$ cat src/rtl/knn_sp_stream_reader.sv
// Streams a contiguous block of search-point rows from the local_SP URAM
// to the distance stage, issuing reads only when the output FIFO has room.
module knn_sp_stream_reader #(
   parameter int DATA_WIDTH   = 256,
   parameter int ADDR_WIDTH   = 11,
   parameter int READ_LATENCY = 1,
   parameter int FIFO_DEPTH   = 4
) (
   input  logic                  clk,
   input  logic                  reset,
   input  logic                  start,
   input  logic [ADDR_WIDTH-1:0] base_addr,
   input  logic [ADDR_WIDTH:0]   num_rows,
   output logic                  busy,
   output logic                  done,
   output logic [ADDR_WIDTH-1:0] mem_address0,
   output logic                  mem_ce0,
   output logic                  mem_we0,
   output logic [DATA_WIDTH-1:0] mem_d0,
   input  logic [DATA_WIDTH-1:0] mem_q0,
   output logic [DATA_WIDTH-1:0] out_data,
   output logic                  out_valid,
   input  logic                  out_ready,
   output logic                  out_last
);

   localparam int PW = $clog2(FIFO_DEPTH);
   localparam int CW = PW + 1;
   localparam logic [CW:0] DEPTH_C = (CW+1)'(FIFO_DEPTH);
   localparam logic [ADDR_WIDTH:0] ONE_C = (ADDR_WIDTH+1)'(1);

   typedef enum logic [1:0] {
      IDLE,
      ISSUE,
      DRAIN,
      DONE
   } state_t;

   state_t state;
   state_t state_n;

   logic [ADDR_WIDTH-1:0]   issue_addr;
   logic [ADDR_WIDTH-1:0]   addr_q;
   logic [ADDR_WIDTH:0]     issue_left;
   logic [ADDR_WIDTH:0]     emit_left;
   logic [READ_LATENCY-1:0] vsr;
   logic [READ_LATENCY-1:0] vsr_n;
   logic [CW-1:0]           inflight;
   logic [CW-1:0]           fifo_count;
   logic [PW-1:0]           wr_ptr;
   logic [PW-1:0]           rd_ptr;
   logic [DATA_WIDTH-1:0]   fifo_mem [FIFO_DEPTH];
   logic [CW:0]             credit_used;
   logic                    issue;
   logic                    push;
   logic                    pop;
   logic                    accept;

   // Credit check uses registered occupancy so ce0 has no path from out_ready.
   always_comb begin
      credit_used = {1'b0, fifo_count} + {1'b0, inflight};
      issue  = (state == ISSUE) && (issue_left != '0) &&
               (credit_used < DEPTH_C);
      push   = vsr[READ_LATENCY-1];
      pop    = out_valid && out_ready;
      accept = (state == IDLE) && start;
      vsr_n    = vsr << 1;
      vsr_n[0] = issue;
   end

   // Next-state logic; start is only looked at in IDLE.
   always_comb begin
      state_n = state;
      unique case (state)
         IDLE: begin
            if (start)
               state_n = (num_rows == '0) ? DONE : ISSUE;
         end
         ISSUE: begin
            if (issue && issue_left == ONE_C)
               state_n = DRAIN;
         end
         DRAIN: begin
            if (pop && emit_left == ONE_C)
               state_n = DONE;
         end
         DONE: begin
            state_n = IDLE;
         end
      endcase
   end

   // Outputs; address holds the last issued row while ce0 is low.
   always_comb begin
      busy         = (state == ISSUE) || (state == DRAIN);
      done         = (state == DONE);
      mem_ce0      = issue;
      mem_address0 = issue ? issue_addr : addr_q;
      mem_we0      = 1'b0;
      mem_d0       = '0;
      out_valid    = (fifo_count != '0);
      out_data     = out_valid ? fifo_mem[rd_ptr] : '0;
      out_last     = out_valid && (emit_left == ONE_C);
   end

   // State, counters, in-flight tags and FIFO pointers.
   always_ff @(posedge clk) begin
      if (!reset) begin
         state      <= IDLE;
         issue_addr <= '0;
         addr_q     <= '0;
         issue_left <= '0;
         emit_left  <= '0;
         vsr        <= '0;
         inflight   <= '0;
         fifo_count <= '0;
         wr_ptr     <= '0;
         rd_ptr     <= '0;
      end else begin
         state    <= state_n;
         vsr      <= vsr_n;
         inflight <= inflight + CW'(issue) - CW'(push);
         fifo_count <= fifo_count + CW'(push) - CW'(pop);
         if (push)
            wr_ptr <= wr_ptr + PW'(1);
         if (pop)
            rd_ptr <= rd_ptr + PW'(1);
         if (accept && num_rows != '0) begin
            issue_addr <= base_addr;
            issue_left <= num_rows;
            emit_left  <= num_rows;
         end else begin
            if (issue) begin
               addr_q     <= issue_addr;
               issue_addr <= issue_addr + ADDR_WIDTH'(1);
               issue_left <= issue_left - ONE_C;
            end
            if (pop)
               emit_left <= emit_left - ONE_C;
         end
      end
   end

   // FIFO storage; stale contents are unreachable once pointers reset.
   always_ff @(posedge clk) begin
      if (push)
         fifo_mem[wr_ptr] <= mem_q0;
   end

endmodule

$ cat config.mk
export PLATFORM = sky130hd
export DESIGN_NAME = knn_sp_stream_reader
export DESIGN_NICKNAME = d
export VERILOG_FILES = /design/src/rtl/knn_sp_stream_reader.sv
export SDC_FILE = /design/constraint.sdc
export NUM_CORES = 1
export LEC_CHECK = 0
export ABC_AREA = 1
export CAP_MARGIN = 10
export CORE_AREA = 2 2 313 315
export DETAILED_ROUTE_END_ITERATION = 12
export DIE_AREA = 0 0 315 317
export GPL_TIMING_DRIVEN = 0
export PLACE_DENSITY = 0.8
export SYNTH_ARGS = -nofsm -noshare
export SYNTH_HDL_FRONTEND = slang
export SYNTH_SLANG_ARGS = --single-unit
$ cat constraint.sdc
create_clock -name clk -period 18.3 [get_ports clk]
set_clock_uncertainty 0.15 [all_clocks]
set_input_delay 1.83 -clock clk [delete_from_list [all_inputs] [get_ports clk]]
set_output_delay 1.83 -clock clk [all_outputs]
set_load 0.01 [all_outputs]
==> flow_metrics.tcl <==
set metrics [dict create \
    postLayoutSetupSlackWorst_ns 12.19 \
    cp_slowest_stage_delay_ns 0.81 \
    clkSinkCount 1085 \
    cts_setup_buffers 0 \
    setup_viol 0 \
    stdcell_count 6181 \
    hold_start "addr_q[9]$_SDFFE_PN0N_" \
    die_h_um 317 \
    setup-tns-final_ns 0 \
    avgRoutedWirePerCell_um 20.8 \
    grt_max_degree 112 \
    row_count 114 \
    cp.required_ns 16.32 \
    post-place-ws_ns 12.86 \
    mostFrequentLayoutCells "nor2_1, edfxtp_1, o21ai_0, clkdlybuf4s50_1, a21oi_1" \
    ant_nets 0 \
    numPlacedInstances 5958 \
    critPathTopFamily "buffers and inverters" \
    max_freq_ghz 0.164 \
    rsz0062_at_grt "no" \
    first_iter_violations 3208 \
    clk_path_buf_depth 3 \
    insertion_delay_ns 0.67 \
    grt_usage_pct 24.4 \
    status "finished clean" \
    totalWireLength_mm 128 \
    ir_drop_mv 0.115 \
    slew_headroom_pct 28.2 \
    drc 0 \
    worst-r2r-cell-count 12 \
    power.density_nw_per_um2 141 \
    crit_path_cell_trace "buf_2, inv_2, clkbuf_1, clkbuf_1, o21ai_0, a21oi_1, clkdlybuf4s50_1" \
    h-tree-depth 3 \
    path_max_fanout 10 \
    cp_slowest_cell "clkbuf_1" \
    crit_path_start_kind "register" \
    finalCritPeriodShare_pct 33.4 \
    syn_area_um2 45000 \
    synth_edf_count 1024 \
    io-pin-count 812 \
    path_depth 7 \
    antenna_found_initial 40 \
    p_leak_nw 20.6 \
    synthArstFlopShare_pct 0 \
    grt_pass1_wl_mm 183 \
    synthCells 3864 \
    vias_per_cell 5.24 \
    grt_pass1_vias 30200 \
    dieWidth_um 315 \
    core_um2 96300 \
    fin_nets 5094 \
    dp_hpwl_mm 84.3 \
    total_power_mw 8.02 \
    drv_slew 0 \
    cap_violations 0 \
    dr.pass1.iters 8 \
    cp_common_cell "clkbuf_1" \
    drive_gt1_share_pct 10.7 \
    critPathCaptureType "output pin" \
    overflow 0 \
    seq_area_frac_synth_pct 71.0 \
    num_vias 32400 \
    hold_buffers 0 \
    path_clk_slew_ns 0.06 \
    hold_viol 0 \
    start_util_pct 46.8 \
    yosys_most_used_dff "edfxtp_1" \
    clockRootBuffer "clkbuf_16" \
    cts_tree "yes" \
    crit_buf_inv 5 \
    cp.arrival_ns 4.13 \
    ys_types 37 \
    portBuffers 553 \
    die_area_um2 99900 \
    syn_area_per_cell_um2 11.7 \
    cts_buffers 105 \
    synth_top_cell_area_share_pct 68.3 \
    yosysWarningCount 0 \
    worst_pin_slew_ns 1.08 \
    r2r-start "fifo_count[1]$_SDFF_PN0_" \
    hold_path_depth 2 \
    worstSetupPathType "reg -> out" \
    synth.area.top_cells "edfxtp_1, nor2_1, o21ai_0" \
    fillerInstances 7261 \
    area_growth_pct 26.5 \
    ctsResizeCount 0 \
    place_congestion 0.875 \
    layout_commonest_cell "nor2_1" \
    worstHoldPathType "reg -> reg" \
    ys_seq_elements 1085 \
    yosys.area.top_type "edfxtp_1" \
    period_minus_slack_ns 6.11 \
]
path summary, 6_finish.rpt:
check / slack [ns] / end
max: 12.19 / out_data[117]
min: 0.30 / addr_q[9]$_SDFFE_PN0N_
max reg2reg: 15.44 / fifo_count[2]$_SDFF_PN0_
min reg2reg: 0.30 / addr_q[9]$_SDFFE_PN0N_
through the flow:
stage | area [um2] | utilization, % | hold slack, ns
floorplan | 46000 | - | 0.275
global placement | 53100 | 55.2 | 0.285
detailed placement | 53400 | 55.4 | 0.292
CTS | 56900 | 59.1 | 0.301
global route | 56900 | 59.1 | 0.332
finish | 56900 | 59.1 | 0.304
routing by layer:
metal | up-vias | wire length [um] | global-route usage, %
met5 | - | 116 | 0
met2 | 1953 | 63800 | 41.1
li1 | 14800 | - | -
met4 | 16 | 7440 | 14.9
met3 | 334 | 12500 | 5.51
met1 | 15300 | 44400 | 28.4
worst reg2reg max path, stage by stage, from the launching register on:
cell	delay [ns]
dfxtp_1	0.43
nor2_1	0.06
nand2_1	0.25
nand2_1	0.23
inv_1	0.26
buf_2	0.26
ha_1	0.26
inv_1	0.05
ha_1	0.12
inv_1	0.05
fa_1	0.39
o21ai_0	0.17
a21oi_1	0.06
power breakdown:
group          leakage (nW)  switching (mW)  internal, mW  total, mW
logic                  9.15            1.77          1.09       2.87
clock network          1.70           0.925          1.27       2.19
registers              9.72          0.0676          2.89       2.96
cells by family after synthesis:
logic type / Yosys count / synth area share, %
AOI/OAI and AO/OA: 864 / 9.72
xor gates and xnor gates: 15 / 0.292
adders and majority gates: 22 / 0.645
buffers and inverters: 544 / 6.96
DFF: 1085 / 71.0
other: 1 / 0.00833
and+or+nand+nor: 1333 / 11.4
synth_stat cells (14+ instances only):
library cell	number
clkbuf_1	132
dfxtp_1	61
nand3_1	24
xor2_1	14
inv_1	66
edfxtp_1	1024
o21ai_0	555
buf_4	257
buf_2	63
a21oi_1	292
nand2_1	165
nor2_1	1117
buf_1	16
ha_1	20
sequential cells by signal, summed over array words and instances, names as in the netlist, 2 cells and up, named ones only:
register    count
inflight        3
issue_left     12
emit_left      12
fifo_mem     1024
fifo_count      3
state           2
rd_ptr          2
wr_ptr          2
issue_addr     11
addr_q         11
layout make-up:
| type | count | area, um2 | share of cell area, % |
|---|---|---|---|
| clock inverters | 70 | 716 | 1.26 |
| inverters | 70 | 298 | 0.523 |
| clock buffers | 119 | 2760 | 4.85 |
| diodes | 34 | 85.1 | 0.149 |
| repair buffers | 562 | 5770 | 10.1 |
| well taps | 1276 | 1600 | 2.80 |
| plain buffers | 474 | 2860 | 5.03 |
| multi-input cells | 2491 | 10900 | 19.1 |
| flip-flops and latches | 1085 | 32000 | 56.1 |
Note: power is estimated with default switching activity, not from simulation.
